File: src/rtl/ctrl_pkg.sv
// Shared definitions for the control sequencer: opcodes, step encoding and
// control-word bit positions. Optional feature macro: COND_JUMP_EN.
package ctrl_pkg;

    localparam int OPCODE_W  = 4;
    localparam int NUM_STEPS = 5;
    localparam int CW_W      = 17;

    localparam logic [OPCODE_W-1:0] OP_LDA = 4'h0;
    localparam logic [OPCODE_W-1:0] OP_ADD = 4'h1;
    localparam logic [OPCODE_W-1:0] OP_SUB = 4'h2;
    localparam logic [OPCODE_W-1:0] OP_STA = 4'h4;
    localparam logic [OPCODE_W-1:0] OP_LDI = 4'h5;
    localparam logic [OPCODE_W-1:0] OP_JMP = 4'h6;
    localparam logic [OPCODE_W-1:0] OP_JC  = 4'h7;
    localparam logic [OPCODE_W-1:0] OP_JZ  = 4'h8;
    localparam logic [OPCODE_W-1:0] OP_OUT = 4'hE;
    localparam logic [OPCODE_W-1:0] OP_HLT = 4'hF;

    typedef enum logic [2:0] {
        ST_T0   = 3'd0,
        ST_T1   = 3'd1,
        ST_T2   = 3'd2,
        ST_T3   = 3'd3,
        ST_T4   = 3'd4,
        ST_HALT = 3'd5
    } state_e;

    // Bit 16 is internal only: it asks the step counter to enter HALT.
    localparam int CW_HLT      = 0;
    localparam int CW_PC_OUT   = 1;
    localparam int CW_PC_EN    = 2;
    localparam int CW_JMP      = 3;
    localparam int CW_MAR_IN   = 4;
    localparam int CW_RAM_IN   = 5;
    localparam int CW_RAM_OUT  = 6;
    localparam int CW_IR_IN    = 7;
    localparam int CW_IR_OUT   = 8;
    localparam int CW_A_IN     = 9;
    localparam int CW_A_OUT    = 10;
    localparam int CW_B_IN     = 11;
    localparam int CW_ALU_OUT  = 12;
    localparam int CW_ALU_SUB  = 13;
    localparam int CW_FLAGS_IN = 14;
    localparam int CW_OUT_IN   = 15;
    localparam int CW_HALT_REQ = 16;

    function automatic state_e step_next(input state_e cur);
        state_e nxt;
        case (cur)
            ST_T0:   nxt = ST_T1;
            ST_T1:   nxt = ST_T2;
            ST_T2:   nxt = ST_T3;
            ST_T3:   nxt = ST_T4;
            ST_T4:   nxt = ST_T0;
            default: nxt = ST_T0;
        endcase
        return nxt;
    endfunction

endpackage

File: src/rtl/control_sequencer_tstate_counter.sv
// Five-step T-state counter with a sticky HALT state left only by reset.
module tstate_counter
    import ctrl_pkg::*;
(
    input  logic   clk,
    input  logic   reset,
    input  logic   halt_req_i,
    output state_e state_o
);

    state_e state_q;
    state_e state_d;

    // State register
    always_ff @(posedge clk or posedge reset) begin
        if (reset) begin
            state_q <= ST_T0;
        end else begin
            state_q <= state_d;
        end
    end

    // Next-state: advance, wrap 4->0, or latch into HALT
    always_comb begin
        state_d = state_q;
        case (state_q)
            ST_HALT: state_d = ST_HALT;
            ST_T0, ST_T1, ST_T2, ST_T3, ST_T4: begin
                if (halt_req_i) begin
                    state_d = ST_HALT;
                end else begin
                    state_d = step_next(state_q);
                end
            end
            default: state_d = ST_T0;
        endcase
    end

    assign state_o = state_q;

endmodule

File: src/rtl/control_sequencer.sv
// Microcoded control unit: steps T0..T4 and decodes the control word.
// Optional feature macro: COND_JUMP_EN (enables JC/JZ; otherwise they are NOPs).
module control_sequencer
    import ctrl_pkg::*;
(
    input  logic                clk,
    input  logic                reset,
    input  logic [OPCODE_W-1:0] opcode,
    input  logic                carry_flag,
    input  logic                zero_flag,
    output logic [2:0]          tstate,
    output logic                hlt,
    output logic                pc_out,
    output logic                pc_en,
    output logic                jmp,
    output logic                mar_in,
    output logic                ram_in,
    output logic                ram_out,
    output logic                ir_in,
    output logic                ir_out,
    output logic                a_in,
    output logic                a_out,
    output logic                b_in,
    output logic                alu_out,
    output logic                alu_sub,
    output logic                flags_in,
    output logic                out_in
);

    state_e          state_s;
    logic [CW_W-1:0] cw_s;

`ifndef COND_JUMP_EN
    logic unused_flags_s;
    assign unused_flags_s = carry_flag ^ zero_flag;
`endif

    tstate_counter u_tstate_counter (
        .clk        (clk),
        .reset      (reset),
        .halt_req_i (cw_s[CW_HALT_REQ]),
        .state_o    (state_s)
    );

    // Output decode: control word from step, opcode and flags
    always_comb begin
        cw_s = {CW_W{1'b0}};
        case (state_s)
            ST_T0: begin
                cw_s[CW_PC_OUT] = 1'b1;
                cw_s[CW_MAR_IN] = 1'b1;
            end
            ST_T1: begin
                cw_s[CW_RAM_OUT] = 1'b1;
                cw_s[CW_IR_IN]   = 1'b1;
                cw_s[CW_PC_EN]   = 1'b1;
            end
            ST_T2: begin
                case (opcode)
                    OP_LDA, OP_ADD, OP_SUB, OP_STA: begin
                        cw_s[CW_IR_OUT] = 1'b1;
                        cw_s[CW_MAR_IN] = 1'b1;
                    end
                    OP_LDI: begin
                        cw_s[CW_IR_OUT] = 1'b1;
                        cw_s[CW_A_IN]   = 1'b1;
                    end
                    OP_JMP: begin
                        cw_s[CW_IR_OUT] = 1'b1;
                        cw_s[CW_JMP]    = 1'b1;
                    end
`ifdef COND_JUMP_EN
                    OP_JC: begin
                        if (carry_flag) begin
                            cw_s[CW_IR_OUT] = 1'b1;
                            cw_s[CW_JMP]    = 1'b1;
                        end else begin
                            cw_s = {CW_W{1'b0}};
                        end
                    end
                    OP_JZ: begin
                        if (zero_flag) begin
                            cw_s[CW_IR_OUT] = 1'b1;
                            cw_s[CW_JMP]    = 1'b1;
                        end else begin
                            cw_s = {CW_W{1'b0}};
                        end
                    end
`endif
                    OP_OUT: begin
                        cw_s[CW_A_OUT]  = 1'b1;
                        cw_s[CW_OUT_IN] = 1'b1;
                    end
                    // The visible word stays zero; only the counter sees the request.
                    OP_HLT:  cw_s[CW_HALT_REQ] = 1'b1;
                    default: cw_s = {CW_W{1'b0}};
                endcase
            end
            ST_T3: begin
                case (opcode)
                    OP_LDA: begin
                        cw_s[CW_RAM_OUT] = 1'b1;
                        cw_s[CW_A_IN]    = 1'b1;
                    end
                    OP_ADD, OP_SUB: begin
                        cw_s[CW_RAM_OUT] = 1'b1;
                        cw_s[CW_B_IN]    = 1'b1;
                    end
                    OP_STA: begin
                        cw_s[CW_A_OUT]  = 1'b1;
                        cw_s[CW_RAM_IN] = 1'b1;
                    end
                    default: cw_s = {CW_W{1'b0}};
                endcase
            end
            ST_T4: begin
                case (opcode)
                    OP_ADD, OP_SUB: begin
                        cw_s[CW_ALU_OUT]  = 1'b1;
                        cw_s[CW_A_IN]     = 1'b1;
                        cw_s[CW_FLAGS_IN] = 1'b1;
                        cw_s[CW_ALU_SUB]  = (opcode == OP_SUB);
                    end
                    default: cw_s = {CW_W{1'b0}};
                endcase
            end
            ST_HALT: cw_s[CW_HLT] = 1'b1;
            default: cw_s = {CW_W{1'b0}};
        endcase
    end

    assign tstate   = state_s;
    assign hlt      = cw_s[CW_HLT];
    assign pc_out   = cw_s[CW_PC_OUT];
    assign pc_en    = cw_s[CW_PC_EN];
    assign jmp      = cw_s[CW_JMP];
    assign mar_in   = cw_s[CW_MAR_IN];
    assign ram_in   = cw_s[CW_RAM_IN];
    assign ram_out  = cw_s[CW_RAM_OUT];
    assign ir_in    = cw_s[CW_IR_IN];
    assign ir_out   = cw_s[CW_IR_OUT];
    assign a_in     = cw_s[CW_A_IN];
    assign a_out    = cw_s[CW_A_OUT];
    assign b_in     = cw_s[CW_B_IN];
    assign alu_out  = cw_s[CW_ALU_OUT];
    assign alu_sub  = cw_s[CW_ALU_SUB];
    assign flags_in = cw_s[CW_FLAGS_IN];
    assign out_in   = cw_s[CW_OUT_IN];

endmodule

File: config.mk
export PLATFORM = sky130hd
export DESIGN_NAME = control_sequencer
export DESIGN_NICKNAME = d
export VERILOG_FILES = /design/src/rtl/ctrl_pkg.sv /design/src/rtl/control_sequencer_tstate_counter.sv /design/src/rtl/control_sequencer.sv
export SDC_FILE = /design/constraint.sdc
export NUM_CORES = 1
export LEC_CHECK = 0
export ABC_AREA = 0
export ABC_CLOCK_PERIOD_IN_PS = 4200
export BUFFER_PORTS_ARGS = -buffer_cell sky130_fd_sc_hd__buf_2
export CORE_AREA = 5 5 42 44
export CTS_BUF_LIST = sky130_fd_sc_hd__clkbuf_16
export DETAILED_ROUTE_END_ITERATION = 16
export DIE_AREA = 0 0 47 49
export PLACE_DENSITY = 0.63
export SETUP_SLACK_MARGIN = 0.02
export SLEW_MARGIN = 20
export SYNTH_ARGS = -nofsm -noshare
export SYNTH_HDL_FRONTEND = slang
export SYNTH_HIERARCHICAL = 1
export SYNTH_SLANG_ARGS = --single-unit
File: constraint.sdc
create_clock -name clk -period 4.2 [get_ports clk]
set_clock_uncertainty 0.1 [all_clocks]
set_input_delay 0 -clock clk [delete_from_list [all_inputs] [get_ports clk]]
set_output_delay 0 -clock clk [all_outputs]
set_load 0.02 [all_outputs]
# --- After elaboration in Yosys (flattened, before gate mapping) ---
# Cells that the tools add are included.
word_totals:
  regBits: 3
  in_bits: 8
  out_inout_bits: 19
  wordCells: 42
op_classes:
  eq_ne: 12
  n_mux: 22
  reduce_logical: 7
op_table:
  columns: ["operator", "n"]
  rows:
  - ["case mux 9 bit (3 select lines)", 1]
  - ["two-way mux 1 bit", 15]
  - ["equality test 4 x 3 -> 1 bit, second input constant", 3]
  - ["case mux 3 bit (4 select lines)", 1]
  - ["equality test 4 bit, second input constant", 2]
  - ["equality test 3 x 2 -> 1 bit, second input constant", 2]
  - ["equality test 3 bit, second input constant", 2]
  - ["two-way mux 3 bit", 2]
  - ["case mux 3 bit (2 select lines)", 1]
  - ["OR reduction 6 bit", 1]
  - ["OR reduction 5 bit", 1]
  - ["equality test 4 x 1 -> 1 bit, second input constant", 1]
  - ["equality test 4 x 2 -> 1 bit, second input constant", 1]
  - ["zero test 4 bit", 1]
  - ["case mux 2 bit (2 select lines)", 1]
  - ["OR reduction 4 bit", 1]
  - ["equality test 3 x 1 -> 1 bit, second input constant", 1]
  - ["zero test 3 bit", 1]
  - ["OR reduction 3 bit", 1]
  - ["case mux 1 bit (2 select lines)", 1]
  - ["OR reduction 2 bit", 1]

# --- Depth between registers and ports, before layout ---
# Gate-level depths: netlist of run 1.
depth:
  depth_word: 6
  depth_mapped: 5
  ltp_nobuf: 4

# --- Modules after synthesis ---
# The synthesis of run 1 kept the hierarchy.
modules_own_cells:
  columns: ["mod", "instances", "cells_per_inst", "area_per_inst_um2", "seq_area_each_um2"]
  rows:
  - ["control_sequencer", 1, 42, 282.8, 0.0]
  - ["tstate_counter", 1, 11, 130.1, 75.1]

# --- Worst setup path after synthesis of run 1 ---
# No wires, ideal clock.
synth_timing:
  path_kind: "reg2out"
  startpoint: "register u_tstate_counter.state_q[2], in the netlist u_tstate_counter/state_o[2]"
  endpoint: "output flags_in"
  t_arrival_ns: 1.731
  setup_slack_ns: 2.369
  stages_incl_launch_ff: 4
  path_buffers: 1
  path_cell_list: "dfrtp_1 > nor2b_1 > nor3b_1 > buf_4"
synth_via:
  elab_chain_len: 2
  elab_cells_between_ends: 4
  cone_classes: "eq/ne (3); mux (1)"
synth_rtl:
  columns: ["item", "line", "text"]
  rows:
  - ["from (decl)", "control_sequencer_tstate_counter.sv:11", "state_e state_q;"]
  - ["from (signal assigned)", "control_sequencer_tstate_counter.sv:19", "state_q <= state_d;"]
  - ["equality test 3 bit or equality test 3 x 2 -> 1 bit (tied branches)", "control_sequencer.sv:48", "case (state_s)"]
  - ["case mux 9 bit (3 select lines) *", "control_sequencer.sv:48", null]
  - ["to (decl)", "control_sequencer.sv:26", "output logic flags_in,"]
# Every way passes the cells marked *; elsewhere a longest branch is shown, timed or not.

# --- Worst setup path after layout of run 1 ---
layout_timing:
  startpoint: "register u_tstate_counter.state_q[2], in the netlist u_tstate_counter/state_o[2]"
  endpoint: "register u_tstate_counter.state_q[2], in the netlist u_tstate_counter/state_o[2]"
layout_via:
  elab_chain_len: 4
  elab_cells_between_ends: 11
  cone_classes: "eq/ne (5); mux (4); reduce/logical (2)"
layout_rtl:
  columns: ["item", "line", "text"]
  rows:
  - ["equality test 3 bit or equality test 3 x 2 -> 1 bit (tied branches)", "control_sequencer.sv:48", null]
  - ["case mux 9 bit (3 select lines) *", "control_sequencer.sv:48", null]
  - ["net cw_s[16]", "control_sequencer.sv:31", "logic [CW_W-1:0] cw_s;"]
  - ["two-way mux 3 bit *", "control_sequencer_tstate_counter.sv:29", "if (halt_req_i) begin"]
  - ["case mux 3 bit (2 select lines) *", "control_sequencer_tstate_counter.sv:26", "case (state_q)"]
  - ["net u_tstate_counter.state_d[2]", "control_sequencer_tstate_counter.sv:12", "state_e state_d;"]
# The timed path passes the listed nets; every way through them passes the cells marked *.

==> out/qor.txt, run 1 <==
Status -> finished, final reports clean
Synthesized instance count -> 53
P_sw -> 0.000204 W
Cts bufs inserted -> 3
Met3 wire length -> 52 um
Worst R2R Start -> u_tstate_counter/state_o[2]
Switching part of the total -> 0.445
Max reg flops -> 3
Setup_tns -> 0 ps
Avg Cell Area, Syn -> 7.79 um^2
Critical-path cell list -> nand3b_1 > nor4b_1 > inv_1 > a22oi_1
Drt pass-1 iters -> 4
Setup ws final -> 2340 ps
Vias in the first global route -> 469
CP max stage delay -> 520 ps
Critical Path Fanout Max -> 15
Synth Net Count -> 61
Drc violations -> 0
Antenna violations before repair -> 0
Tightest Pin Transition -> 468 ps
Crit path launch type -> register
Clock root buffer -> clkbuf_16
Critical Path Slowest Stage Cell -> dfrtp_1
P_leak -> 0.306 nW
Die Wd -> 47 um
Sequential power share -> 0.205
Drt wl/cell -> 11.7 um
CTS tree -> yes
P per Cell Area -> 761 mW/mm^2
Max frequency -> 539 MHz
Dpl cell area -> 513 um^2
Post-Place Setup Slack -> 2370 ps
Gate power share -> 0.472
Cell area after layout -> 602 um^2
H-Tree Depth -> 1
#FFs+latches synth -> 3
Clock power share -> 0.323
Global Route Usage Sum -> 0.116
Post-synthesis instance area -> 413 um^2
Slew HR -> 0.684
Max_cap viols -> 0
WP data arrival -> 1890 ps
Starting DRT DRC Count -> 5
Reg2reg path depth -> 4
IO Count -> 27
DIE HEIGHT -> 49 um
Grt total ovfl -> 0
Required @ worst endpoint -> 4230 ps
Antenna-violating nets left -> 0
Floorplan row count -> 14
Design Power -> 0.000458 W
Yosys cell types -> 30
Layout Nets -> 86
ANT cells -> 0
Tmin final -> 1860 ps
RePlAce Congestion -> 0.717
Worst r2r dst -> u_tstate_counter/state_o[2]
Worst hold-check path type -> in -> async
Layout area overhead -> 45.8%
Internal power -> 0.000254 W
Worst-path clk slew -> 30 ps
Worst-Skew Late Latency -> 220 ps
Setup violators final -> 0
First-pass GRT wire length -> 2030 um
Slew Viols, Final -> 0
Port bufs -> 24
Fillcell total -> 154
Final period util -> 0.442
Clock Tree Buf Depth -> 2
Peak supply drop -> 0.349 mV
Share of the yosys chip area belonging to registers -> 0.182
Total number of vias -> 473
Die ar. -> 0.00230 mm^2
Detail Placement HPWL -> 786 um
Met2 wire length -> 602 um
Starting Density -> 0.295
Proportion of layout cells with a drive suffix above 1 -> 0.403
DRT Wirelength -> 1090 um
Largest net degree at the start of global routing -> 17
Hold Slack -> 80.7 ps
Crit end category -> register
Final Hold Vio Count -> 0
CTS Sinks -> 3
Core Area -> 0.00140 mm^2
Reg-to-reg setup timing slack -> 2340 ps
Met1 WL -> 424 um
Setup repair after global routing missed its margin -> false
Top Layer Used -> met4
Synth warn -> 6
Drt via density -> 5.09
Kind of critical path -> reg -> reg
synth_stat cells (all sizes together):
cell type  count  area share
and2           1       0.015
o2bb2ai        1       0.021
nor3           5       0.073
buf            5       0.097
nor4           1       0.015
nor4b          2       0.042
a31o           1       0.021
a21o           1       0.018
or3b           1       0.021
nand2b         1       0.015
nand2          4       0.036
and4b          1       0.024
inv            2       0.018
nor3b          3       0.055
xnor2          1       0.021
and3           1       0.015
a22oi          3       0.055
nor2b          2       0.030
o21ai          2       0.024
dfrtp          3        0.18
nand3b         2       0.036
nor2           4       0.036
or4b           1       0.033
o21bai         1       0.018
xor2           2       0.042
a21oi          2       0.033
timing repair:
item,CTS,global route
resized for setup,0,0
hold buffers,1,0
setup buffers,0,0
endpoints found under the hold margin,3,0
power groups by stage:
stage,Clock (W),Combinational (W),Sequential (W)
2_1_floorplan,0,0.000154,0.0000905
3_3_place_gp,0,0.000216,0.0000924
3_5_place_dp,0,0.000217,0.0000930
4_1_cts,0.000151,0.000219,0.0000936
5_1_grt,0.000155,0.000238,0.000103
6_report,0.000148,0.000216,0.0000938
per-stage QoR:
stage | utilization | cells
2_1_floorplan | - | 53
3_3_place_gp | 0.366 | 88
3_5_place_dp | 0.366 | 88
4_1_cts | 0.429 | 93
5_1_grt | 0.429 | 93
6_report | 0.429 | 93
worst max-delay path, delay by kind of cell (launching register included):
kind | cells | cell delay [ps]
compound gates | 1 | 180
buf+inv | 1 | 110
flops | 1 | 520
simple gates | 2 | 850
cell families after synthesis:
logic type / Yosys count / synth area share
AOI/OAI and AO/OA: 11 / 0.191
xor gates and xnor gates: 3 / 0.0636
and+or+nand+nor: 29 / 0.448
buffers and inverters: 7 / 0.115
DFF: 3 / 0.182
how the worst max path moves through the flow:
stage | startpoint | to | slack, ps | cells after the start
after floorplan | u_tstate_counter/state_o[2] | flags_in | 2370 | 3
after global routing | u_tstate_counter/state_o[2] | u_tstate_counter/state_o[0] | 2120 | 4
final | u_tstate_counter/state_o[2] | u_tstate_counter/state_o[2] | 2340 | 4
after detailed placement | u_tstate_counter/state_o[2] | u_tstate_counter/state_o[2] | 2370 | 4
after CTS | u_tstate_counter/state_o[2] | u_tstate_counter/state_o[2] | 2360 | 4
after global placement | u_tstate_counter/state_o[2] | u_tstate_counter/state_o[2] | 2390 | 4
layout make-up:
cell class / instances / area (um^2) / area share
flip-flops and latches: 3 / 75.1 / 0.125
clock buffers: 3 / 75.1 / 0.125
well taps: 16 / 20.0 / 0.0333
repair buffers: 25 / 130 / 0.216
inverters: 2 / 7.51 / 0.0125
multi-input cells: 43 / 290 / 0.482
clock inverters: 1 / 3.75 / 0.00624
cells in the final DEF (no fill, tap or decap), types with 2 or more instances in the layout:
master / instances
nor2_1: 4
nor3_1: 4
nand3b_1: 2
o21ai_0: 2
a22oi_1: 3
dfrtp_1: 3
clkbuf_16: 3
nand2_1: 4
nor2b_1: 2
xor2_1: 2
inv_1: 3
nor3b_1: 3
buf_2: 24
nor4b_1: 2
metal layers:
metal | global-route usage | vias up
met3 | 0.0295 | 2
met1 | 0.135 | 221
met5 | 0 | -
met4 | 0.0691 | 0
li1 | - | 241
met2 | 0.181 | 9
Note: power is estimated with default switching activity, not from simulation.
==> run 2, diff against run 1 <==
Settings changed: ABC_CLOCK_PERIOD_IN_PS 4200 to 1890.
Clock period 4.2 ns to 1.89 ns, I/O delays scaled along.
==> run 2 against run 1 <==
Net effect: utilization up 2.1 points; die area unchanged; routed wire length up 10%; via count up 5.1%; register-to-register slack worse by 2000 ps; clock-buffer cell count unchanged; highest routed layer unchanged.
==> out/qor.txt, run 2 (synthesis gave the netlist of run 1 again) <==
Critical Path Slowest Stage Cell -> or4b_4
P_leak -> 0.325 nW (+6.3%)
Buf+Inv Stages, Crit Path -> 1 (unchanged)
Port bufs -> 24 (unchanged)
Layout area overhead -> 53.0%
IO Count -> 27 (unchanged)
Setup_tns -> 0 ps (unchanged)
Slew Viols, Final -> 0 (unchanged)
Die Wd -> 47 um (unchanged)
Fillcell total -> 158 (+2.6%)
Antenna violations before repair -> 0 (unchanged)
Crit path launch type -> register
Drt via density -> 5.12 (+0.74%)
Floorplan row count -> 14 (unchanged)
Peak supply drop -> 0.947 mV (+170%)
Critical-path cell list -> or4b_4 > a21oi_2 > a21o_1 > buf_2
DRT Wirelength -> 1200 um (+10%)
Most common cell after layout, fill and taps aside -> buf_2
Setup repair after global routing missed its margin -> false
Final period util -> 0.905
Register area -> 75.1 um^2 (unchanged)
Worst path top cell family by delay -> simple AND/OR/NAND/NOR gates
CTS Sinks -> 3 (unchanged)
Setup violators final -> 0 (unchanged)
Starting Density -> 0.295 (unchanged)
Global Route Usage Sum -> 0.115 (-0.000706)
H-Tree Depth -> 1 (unchanged)
Worst-Skew Late Latency -> 220 ps (about the same)
Worst-path clk slew -> 30 ps (about the same)
Critical Path Fanout Max -> 13 (-2)
Crit end category -> output port
First-pass GRT wire length -> 1950 um (-3.7%)
Worst hold-check path type -> in -> async
Clock root buffer -> clkbuf_16
Reg2reg path depth -> 3 (-1)
Most frequent cells in the layout -> buf_2, nor2_1, nand2_1, nor3_1, buf_4
Starting DRT DRC Count -> 4 (-1)
Kind of critical path -> reg -> out
Final Hold Vio Count -> 0 (unchanged)
Slew HR -> 0.653 (-0.0303)
DIE HEIGHT -> 49 um (unchanged)
RePlAce Congestion -> 0.647 (-9.7%)
WP data arrival -> 1610 ps (-280 ps)
Tightest Pin Transition -> 513 ps (+44.9 ps)
Core Area -> 0.00140 mm^2 (unchanged)
Post_cts resized -> 0 (unchanged)
Total number of vias -> 497 (+5.1%)
CP max stage delay -> 530 ps (about the same)
Clock Tree Buf Depth -> 2 (unchanged)
Grt total ovfl -> 0 (unchanged)
Hold Slack -> 82.0 ps (+1.27 ps)
P per Cell Area -> 1700 mW/mm^2 (+120%)
Required @ worst endpoint -> 1790 ps (-2440 ps)
Vias in the first global route -> 509 (+8.5%)
CTS tree -> yes
ANT cells -> 0 (unchanged)
Cts bufs inserted -> 3 (unchanged)
Detail Placement HPWL -> 885 um (+13%)
Max reg flops -> 3 (unchanged)
Max frequency -> 585 MHz
Die ar. -> 0.00230 mm^2 (unchanged)
Drc violations -> 0 (unchanged)
Drt wl/cell -> 12.3 um (+5.5%)
Largest net degree at the start of global routing -> 14 (-3)
Status -> finished, final reports clean
Number of setup buffers added after CTS -> 0 (unchanged)
Layout Nets -> 90 (+4.7%)
Multi-input logic area -> 290 um^2 (unchanged)
Tmin final -> 1710 ps
Proportion of layout cells with a drive suffix above 1 -> 0.432 (+0.0295)
Max_cap viols -> 0 (unchanged)
Hold buffer count at cts -> 1 (unchanged)
Crit path depth -> 4 (unchanged)
Antenna-violating nets left -> 0 (unchanged)
Drt pass-1 iters -> 4 (unchanged)
run 2: metrics by stage:
stage               area (um^2)  power [W]  setup slack [ps]   util  instances
floorplan                   413   0.000544              58.5      -         53
global placement            543   0.000728               407  0.388         92
detailed placement          543   0.000744               352  0.388         92
CTS                         632    0.00109               174  0.451         97
global route                632    0.00114               101  0.451         97
finish                      632    0.00108               180  0.451         97
run 2: final timing paths:
path | start | end | slack [ps]
max | u_tstate_counter/state_o[0] | a_in | 180
min | reset | u_tstate_counter/state_o[0] | 80
min reg2reg | u_tstate_counter/state_o[2] | u_tstate_counter/state_o[1] | 520
max in group asynchronous | reset | u_tstate_counter/state_o[1] | 1480
max reg2reg | u_tstate_counter/state_o[0] | u_tstate_counter/state_o[2] | 330
min in group clk | opcode[2] | u_tstate_counter/state_o[0] | 190
run 2: per-layer routing:
layer	global-route usage	part of all wire
met1	0.0996	0.37
met2	0.210	0.57
met3	0.0258	0.038
met4	0.0829	0.014
met5	0	0
run 2: cell type report:
class,count,share of cell area
well taps,16,0.0317
flip-flops and latches,3,0.119
inverters,2,0.0119
clock inverters,1,0.00594
clock buffers,3,0.119
repair buffers,29,0.253
multi-input cells,43,0.459
run 2: worst reg2reg max path: stages, from the launching register on:
cell and delay [ps]:
dfrtp_1 500, nor4b_1 550, inv_1 130, a22oi_1 190
run 2: power breakdown:
part | total [W] | leakage [nW] | switching, W | internal [W]
Combinational | 0.000595 | 0.246 | 0.000354 | 0.000242
Clock | 0.000332 | 0.0423 | 0.0000592 | 0.000273
Sequential | 0.000149 | 0.0370 | 0.0000525 | 0.0000961
Total | 0.00108 | 0.325 | 0.000465 | 0.000611
